--- config.mk ---
export PLATFORM = sky130hd
export DESIGN_NAME = timer_apb_regif
export DESIGN_NICKNAME = d
export VERILOG_FILES = /design/src/rtl/timer_regif_pkg.sv /design/src/rtl/timer_apb_regif_flag.sv /design/src/rtl/timer_apb_regif.sv
export SDC_FILE = /design/constraint.sdc
export NUM_CORES = 1
export LEC_CHECK = 0
export ABC_AREA = 1
export CORE_MARGIN = 3
export CORE_UTILIZATION = 45
export DETAILED_ROUTE_END_ITERATION = 16
export HOLD_SLACK_MARGIN = 0.15
export PLACE_DENSITY_LB_ADDON = 0.15
export SLEW_MARGIN = 20
export SYNTH_ARGS = -nofsm -noshare
export SYNTH_HDL_FRONTEND = slang
export SYNTH_HIERARCHICAL = 1
export SYNTH_SLANG_ARGS = --single-unit
--- constraint.sdc ---
create_clock -name PCLK -period 3.5 [get_ports PCLK]
set_input_delay 0.7 -clock PCLK [delete_from_list [all_inputs] [get_ports PCLK]]
set_output_delay 0.7 -clock PCLK [all_outputs]
set_load 0.01 [all_outputs]
--- src/rtl/timer_regif_pkg.sv ---
// Shared constants for the timer APB register interface: register
// addresses, TCR bit positions and the APB handshake state encoding.
package timer_regif_pkg;

  localparam logic [1:0] ADDR_TDR = 2'd0;
  localparam logic [1:0] ADDR_TCR = 2'd1;
  localparam logic [1:0] ADDR_TSR = 2'd2;
  localparam logic [1:0] ADDR_RSV = 2'd3;

  localparam int TCR_LOAD   = 7;
  localparam int TCR_DIR    = 5;
  localparam int TCR_EN     = 4;
  localparam int TCR_CKS_HI = 1;
  localparam int TCR_CKS_LO = 0;

  typedef enum logic [1:0] {
    IDLE   = 2'd0,
    SETUP  = 2'd1,
    ACCESS = 2'd2
  } apb_state_e;

endpackage

--- src/rtl/timer_apb_regif_flag.sv ---
// timer_flag_capture: rising-edge detect on a level status flag, sticky
// capture bit with write-1-to-clear, and a one-cycle clear pulse back to
// the counter datapath. A set and a clear on the same edge leave the bit
// set; the clear pulse is still issued.
module timer_flag_capture (
  input  logic PCLK,
  input  logic RST,
  input  logic flag_in,
  input  logic clr,
  output logic flag_q,
  output logic clr_pulse
);

  logic flag_prev;
  logic rise;

  assign rise = flag_in & ~flag_prev;

  // Edge history, sticky status bit (set has priority) and clear pulse.
  always_ff @(posedge PCLK or posedge RST) begin
    if (RST) begin
      flag_prev <= 1'b0;
      flag_q    <= 1'b0;
      clr_pulse <= 1'b0;
    end else begin
      flag_prev <= flag_in;
      clr_pulse <= clr;
      if (rise)
        flag_q <= 1'b1;
      else if (clr)
        flag_q <= 1'b0;
    end
  end

endmodule

--- src/rtl/timer_apb_regif.sv ---
// timer_apb_regif: APB slave front end of the 8-bit timer. Holds TDR/TCR,
// the sticky TSR status (OVF/UNDF) and issues the flag clear pulses.
// Optional macro TIMER_REGIF_PSLVERR_EN: reserved-address accesses and
// writes setting TCR bits outside TCR_WMASK complete with PSLVERR=1 and
// are not committed. Without it PSLVERR is tied low.
//
// state  | meaning
// IDLE   | no transfer; waiting for a setup phase (PSEL=1, PENABLE=0)
// SETUP  | setup phase seen; access phase starts next cycle
// ACCESS | wait states counted; PREADY high for one cycle, commit there
module timer_apb_regif
  import timer_regif_pkg::*;
#(
  parameter int         ADDR_W      = 8,
  parameter int         WAIT_CYCLES = 0,
  parameter logic [7:0] TCR_WMASK   = 8'hB3
) (
  input  logic              PCLK,
  input  logic              RST,
  input  logic              PSEL,
  input  logic              PENABLE,
  input  logic              PWRITE,
  input  logic [ADDR_W-1:0] PADDR,
  input  logic [7:0]        PWDATA,
  output logic [7:0]        PRDATA,
  output logic              PREADY,
  output logic              PSLVERR,
  input  logic              over_flow,
  input  logic              under_flow,
  output logic [7:0]        TDR,
  output logic [7:0]        TCR,
  output logic [1:0]        Clk_SEL,
  output logic              OVF_rst,
  output logic              UNDF_rst
);

  localparam logic [2:0] WAIT_LAST = 3'(WAIT_CYCLES);

  apb_state_e state_q, state_d;
  logic [2:0] wait_cnt;
  logic [1:0] addr;
  logic       ready_set;
  logic       commit;
  logic       wr_en;
  logic [7:0] rd_data;
  logic       tsr_ovf, tsr_udf;
  logic       ovf_clr, udf_clr;
  logic       unused_addr_hi;

  assign addr           = PADDR[1:0];
  assign unused_addr_hi = ^PADDR[ADDR_W-1:2];
  assign Clk_SEL        = TCR[TCR_CKS_HI:TCR_CKS_LO];

  // PREADY is registered, so it is scheduled one edge ahead of the cycle it marks.
  assign ready_set = PSEL &&
                     (((state_q == SETUP) && (WAIT_LAST == 3'd0)) ||
                      ((state_q == ACCESS) && !PREADY && (wait_cnt + 3'd1 == WAIT_LAST)));
  assign commit    = (state_q == ACCESS) && PREADY && PSEL;

`ifdef TIMER_REGIF_PSLVERR_EN
  logic err_now;
  assign err_now = (addr == ADDR_RSV) ||
                   (PWRITE && (addr == ADDR_TCR) && |(PWDATA & ~TCR_WMASK));
  assign wr_en   = commit && PWRITE && !err_now;

  // Error response travels with PREADY.
  always_ff @(posedge PCLK or posedge RST) begin
    if (RST)
      PSLVERR <= 1'b0;
    else
      PSLVERR <= ready_set && err_now;
  end
`else
  assign wr_en   = commit && PWRITE;
  assign PSLVERR = 1'b0;
`endif

  assign ovf_clr = wr_en && (addr == ADDR_TSR) && PWDATA[0];
  assign udf_clr = wr_en && (addr == ADDR_TSR) && PWDATA[1];

  // Read mux; reserved address and TSR upper bits read as zero.
  always_comb begin
    rd_data = 8'h00;
    case (addr)
      ADDR_TDR: rd_data = TDR;
      ADDR_TCR: rd_data = TCR;
      ADDR_TSR: rd_data = {6'b0, tsr_udf, tsr_ovf};
      default:  rd_data = 8'h00;
    endcase
  end

  // APB handshake state register.
  always_ff @(posedge PCLK or posedge RST) begin
    if (RST)
      state_q <= IDLE;
    else
      state_q <= state_d;
  end

  // Next-state logic; PSEL dropping anywhere in a transfer aborts it.
  always_comb begin
    state_d = state_q;
    case (state_q)
      IDLE:    if (PSEL && !PENABLE) state_d = SETUP;
      SETUP:   state_d = PSEL ? ACCESS : IDLE;
      ACCESS: begin
        if (!PSEL)
          state_d = IDLE;
        else if (PREADY)
          state_d = !PENABLE ? SETUP : IDLE;
      end
      default: state_d = IDLE;
    endcase
  end

  // Access-phase wait-state counter.
  always_ff @(posedge PCLK or posedge RST) begin
    if (RST)
      wait_cnt <= 3'd0;
    else if (state_q == SETUP)
      wait_cnt <= 3'd0;
    else if ((state_q == ACCESS) && !PREADY)
      wait_cnt <= wait_cnt + 3'd1;
  end

  // Completion strobe and read data capture.
  always_ff @(posedge PCLK or posedge RST) begin
    if (RST) begin
      PREADY <= 1'b0;
      PRDATA <= 8'h00;
    end else begin
      PREADY <= ready_set;
      if (ready_set && !PWRITE)
        PRDATA <= rd_data;
    end
  end

  // Control register writes, committed in the PREADY cycle.
  always_ff @(posedge PCLK or posedge RST) begin
    if (RST) begin
      TDR <= 8'h00;
      TCR <= 8'h00;
    end else if (wr_en) begin
      if (addr == ADDR_TDR) TDR <= PWDATA;
      if (addr == ADDR_TCR) TCR <= PWDATA & TCR_WMASK;
    end
  end

  timer_flag_capture u_ovf (
    .PCLK      (PCLK),
    .RST       (RST),
    .flag_in   (over_flow),
    .clr       (ovf_clr),
    .flag_q    (tsr_ovf),
    .clr_pulse (OVF_rst)
  );

  timer_flag_capture u_udf (
    .PCLK      (PCLK),
    .RST       (RST),
    .flag_in   (under_flow),
    .clr       (udf_clr),
    .flag_q    (tsr_udf),
    .clr_pulse (UNDF_rst)
  );

endmodule

==> impl_metrics.py, run 1 <==
metrics = {
    "placed_design": {
        "dp_slack_ps": 1400,
        "port_buffers": 42,
        "routabilityCongestion": 0.801,
        "hpwl_mm": 2.45,
    },
    "global_route": {
        "track_usage_pct": 17.9,
        "grt_first_pass_wirelength_mm": 5.66,
        "gr-total-overflow": 0,
        "first_global_vias": 1297,
        "grt_max_degree": 28,
        "antenna_found_initial": 0,
    },
    "clock_network": {
        "clk_pin_slew_ps": 110,
        "cts_sinks": 33,
        "cts-root-buf": "clkbuf_4",
        "cts_resized": 0,
        "clockBufferDepth": 2,
        "htree_levels": 2,
        "cts_hold_buf": 0,
        "insertion_delay_ps": 340,
        "numCtsBuffers": 5,
        "cts_tree": "built",
        "post-cts-setup-buffer-count": 0,
    },
    "sta": {
        "period_minus_slack_ps": 2050,
        "rsz0062_at_grt": "false",
        "max_clock_freq_mhz": 489,
        "finalCritPeriodShare_pct": 58.4,
        "setup_tns_ps": 0,
        "drv_slew": 0,
        "setup_viol": 0,
        "worst_pin_slew_ps": 959,
        "finalHoldViolCount": 0,
        "clock_skew_ps": 11.3,
        "timing.slew.headroom_pct": 35.7,
        "holdWs_ps": 479,
        "worst_slack_ps": 1460,
    },
    "die": {
        "die_h_um": 64.5,
        "core-area_sq_um": 3150,
        "ios": 53,
        "fp-row-count": 20,
        "die_w_um": 64.5,
        "dieArea_sq_um": 4160,
        "initial_core_util_pct": 48.9,
    },
    "synthesis": {
        "synthTopCellsByArea": "dfrtp_1 (54%), nand2_1 (13%), nand3_1 (6.8%)",
        "ys.warnings.count": 6,
        "synth.most_common_cell": "nand2_1",
        "synth-edff-count": 0,
        "synthesis.area_sq_um": 1540,
        "yosys_register_bits": 33,
        "synth.top_cell.area_share_pct": 53.6,
        "yosysTopAreaCell": "dfrtp_1",
        "ys.flop_type": "dfrtp_1",
        "synth_area_per_cell_sq_um": 8.76,
        "yosys-top-cells-count": "nand2_1 (53), dfrtp_1 (33), inv_1 (24)",
        "synthCells": 176,
        "synth_cell_type_count": 20,
        "async_flop_share_pct": 100,
        "synth_seq_area_share_pct": 53.6,
    },
    "final_layout": {
        "seqCellArea_sq_um": 826,
        "fill_cells": 276,
        "area_growth_pct": 30.8,
        "drive_above_1_share_pct": 10.0,
        "fin_nets": 245,
        "diodes": 0,
        "multi_input_area_sq_um": 562,
    },
    "drt": {
        "first_iter_violations": 68,
        "wl_mm": 3.20,
        "drc": 0,
        "drt_pass1_iterations": 6,
        "vias": 1232,
        "routedWlPerCell_um": 12.1,
        "ant_nets": 0,
        "via_per_inst": 4.67,
    },
    "flow_run": {
        "drv_cap": 0,
    },
    "worst_setup_path": {
        "crit_buf_inv": 1,
        "critPathKind": "reg -> out",
        "cp_slowest_cell": "clkdlybuf4s50_1",
        "setup.worst_path.end_class": "primary output",
        "cp.arrival_ps": 1350,
        "crit_fanout": 4,
        "start_kind": "flip-flop",
        "slowest_delay_ps": 570,
        "crit_required_ps": 2800,
        "worstPathCellList": "clkdlybuf4s50_1",
        "crit_family": "buffers and inverters",
    },
    "power": {
        "peakVddDrop_v": 0.000212,
        "power_mw": 0.799,
        "p_leak_nw": 1.02,
        "powerDensity_nw_per_um2": 397,
    },
    "worst_hold_path": {
        "worstHoldPathType": "reg -> reg",
    },
    "outcome": {
        "status": "completed",
    },
}
cell usage in the layout, fill, tap and decap left out:
cell	count
conb_1	4
nand2_2	2
clkbuf_8	1
nand2_1	53
o21ai_0	6
clkdlybuf4s50_1	42
nor2_4	2
nand2_4	1
clkbuf_4	5
nor4_1	1
nand3_4	1
nand3_1	21
nor2_1	10
a21oi_2	3
clkbuf_1	1
dfrtp_1	33
inv_2	1
ha_1	2
clkinv_1	2
inv_1	23
o21ai_2	5
nand3_2	1
per-stage QoR:
step / instance area [sq um] / instances / utilization, %
after floorplan: 1550 / 179 / -
after global placement: 1960 / 257 / 62.2
after detailed placement: 1960 / 257 / 62.2
after CTS: 2020 / 264 / 63.9
after global routing: 2020 / 264 / 63.9
final: 2020 / 264 / 63.9
sequential cells by signal, indices dropped and copies added (netlist names):
signal	cells
TDR	8
u_ovf/flag_q	1
u_udf/clr_pulse	1
u_ovf/clr_pulse	1
PRDATA	8
wait_cnt	3
u_udf/flag_q	1
u_udf/flag_prev	1
state_q	2
u_ovf/flag_prev	1
TCR	5
PREADY	1
final timing paths:
kind,slack [ps],depth (start not counted),from,endpoint
worst max register to register,2200,6,wait_cnt[0],PRDATA[4]
worst min register to register,480,3,u_udf/flag_prev,u_udf/flag_q
worst max-delay path,1460,1,TCR[0],Clk_SEL[0]
min in group asynchronous,570,2,RST,u_udf/clr_pulse
worst min-delay path,480,3,u_udf/flag_prev,u_udf/flag_q
max in group asynchronous,2240,2,RST,PRDATA[6]
cell type report:
class,instances,share of cell area [%]
clock buffer,7,2.73
multi-input combinational,112,27.9
sequential,33,41.0
timing repair buffer,42,20.9
tap,44,2.73
inverter,26,4.84
routing by layer:
| metal | global-route usage (%) | up-vias | share of wire (%) |
|---|---|---|---|
| met5 | 0 | - | 0 |
| met4 | 9.23 | 0 | 2.1 |
| met3 | 4.16 | 7 | 5.5 |
| met2 | 30.5 | 42 | 49 |
| met1 | 21.0 | 562 | 44 |
| li1 | - | 621 | - |
logic make-up after synthesis:
group	share of synthesized area (%)
and+or+nand+nor	27.4
adders and majority gates	1.62
other	0.243
buffers and inverters	10.7
DFF	53.6
AOI/OAI and AO/OA	6.49
power breakdown:
part           internal [mW]  leakage, nW  switching [mW]
clock network         0.0948       0.0314           0.127
logic                 0.0726        0.569          0.0707
registers              0.413        0.420          0.0208
Note: power is estimated with default switching activity, not from simulation.
==> run 2, diff against run 1 <==
Settings changed: CORE_UTILIZATION 45 to 40.
Clock period 3.5 ns to 1.65 ns, I/O delays scaled along.
==> impl_metrics.py, run 2 (synthesis gave the netlist of run 1 again) <==
metrics = {
    "die": {
        "ios": 53,
        "die_w_um": 68.1,
        "die_h_um": 68.1,
        "core-area_sq_um": 3520,
        "dieArea_sq_um": 4630,
        "initial_core_util_pct": 43.8,
        "fp-row-count": 21,
    },
    "power": {
        "peakVddDrop_v": 0.000430,
        "powerDensity_nw_per_um2": 905,
        "p_leak_nw": 1.06,
    },
    "worst_setup_path": {
        "crit_required_ps": 1320,
        "cp_slowest_cell": "clkdlybuf4s50_1",
        "critPathKind": "reg -> out",
        "crit_fanout": 4,
        "crit_family": "buffers and inverters",
        "worstPathCellList": "clkdlybuf4s50_1",
        "slowest_delay_ps": 570,
        "crit_buf_inv": 1,
        "start_kind": "flip-flop",
        "setup.worst_path.end_class": "primary output",
        "cp.arrival_ps": 1260,
    },
    "final_layout": {
        "area_growth_pct": 35.4,
        "diodes": 0,
        "layout_commonest_cell": "nand2_1",
        "top_regs": "PRDATA x8, TDR x8, TCR x5",
        "fill_cells": 323,
        "final_cell_mix": "nand2_1 (53), clkdlybuf4s50_1 (42), dfrtp_1 (33)",
        "drive_above_1_share_pct": 12.1,
        "fin_nets": 248,
    },
    "clock_network": {
        "cts_sinks": 33,
        "cts_resized": 0,
        "htree_levels": 2,
        "clk_pin_slew_ps": 60,
        "numCtsBuffers": 5,
        "post-cts-setup-buffer-count": 0,
        "clockBufferDepth": 2,
        "cts-root-buf": "clkbuf_8",
        "cts_hold_buf": 0,
        "insertion_delay_ps": 280,
        "cts_tree": "built",
    },
    "global_route": {
        "first_global_vias": 1295,
        "antenna_found_initial": 0,
        "track_usage_pct": 16.3,
        "grt_max_degree": 28,
        "gr-total-overflow": 0,
        "grt_first_pass_wirelength_mm": 5.61,
    },
    "sta": {
        "worst_slack_ps": 63.1,
        "finalCritPeriodShare_pct": 96.2,
        "setup_viol": 0,
        "rsz0062_at_grt": "false",
        "clock_skew_ps": 3.10,
        "max_clock_freq_mhz": 630,
        "holdWs_ps": 277,
        "drv_slew": 0,
        "finalHoldViolCount": 0,
        "setup_tns_ps": 0,
        "period_minus_slack_ps": 1590,
    },
    "drt": {
        "drt_pass1_iterations": 4,
        "first_iter_violations": 49,
        "drc": 0,
        "vias": 1244,
        "wl_mm": 3.24,
        "via_per_inst": 4.61,
        "ant_nets": 0,
        "routedWlPerCell_um": 12.0,
    },
    "placed_design": {
        "routabilityCongestion": 0.764,
        "dp_slack_ps": -45.5,
        "hpwl_mm": 2.47,
        "port_buffers": 42,
    },
    "outcome": {
        "status": "completed",
    },
    "flow_run": {
        "drv_cap": 0,
    },
    "worst_hold_path": {
        "worstHoldPathType": "in -> async",
    },
}
run 2: cell types whose count changed in the layout (fill, tap and decap cells not counted), sizes merged:
cell	change
buf	+3
inv	+1
run 2: area by class of cell:
class                           instances  area [sq um]  share of cell area (%)
Timing Repair Buffer                   45           443                    21.2
Clock buffer                            7          96.3                    4.62
Multi-Input combinational cell        112           562                    26.9
Clock inverter                          1          5.00                   0.240
Sequential cell                        33           826                    39.6
Inverter                               26          97.6                    4.68
Tap cell                               46          57.6                    2.76
run 2: power breakdown:
| group | internal, mW | switching, mW |
|---|---|---|
| logic | 0.158 | 0.147 |
| clock network | 0.377 | 0.285 |
| registers | 0.878 | 0.0438 |
run 2: worst paths after layout:
path | slack [ps] | depth (start not counted) | startpoint | end
worst max-delay path | 60 | 1 | TCR[0] | TCR[0]
worst min register to register | 470 | 2 | PRDATA[6] | PRDATA[6]
min in group PCLK | 470 | 2 | PRDATA[6] | PRDATA[6]
worst max register to register | 350 | 8 | state_q[0] | u_udf/flag_q
max in group asynchronous | 920 | 3 | RST | PRDATA[6]
worst min-delay path | 280 | 2 | RST | u_ovf/flag_prev
run 2: stage by stage:
stage / cell area, sq um / util (%) / power, mW / cells
6_report: 2090 / 59.3 / 1.89 / 270
5_1_grt: 2090 / 59.3 / 1.98 / 270
4_1_cts: 2090 / 59.3 / 1.91 / 270
3_5_place_dp: 1990 / 56.4 / 1.25 / 262
3_3_place_gp: 1990 / 56.4 / 1.24 / 262
2_1_floorplan: 1550 / - / 1.08 / 179
run 2: per-layer routing:
metal	vias to the layer above	share of wire (%)	global-route usage [%]	wire length, um
met4	0	0.59	7.44	19
met3	2	6.5	4.60	210
met5	-	0	0	0
met2	37	48	26.2	1540
li1	627	-	-	-
met1	578	45	20.4	1470
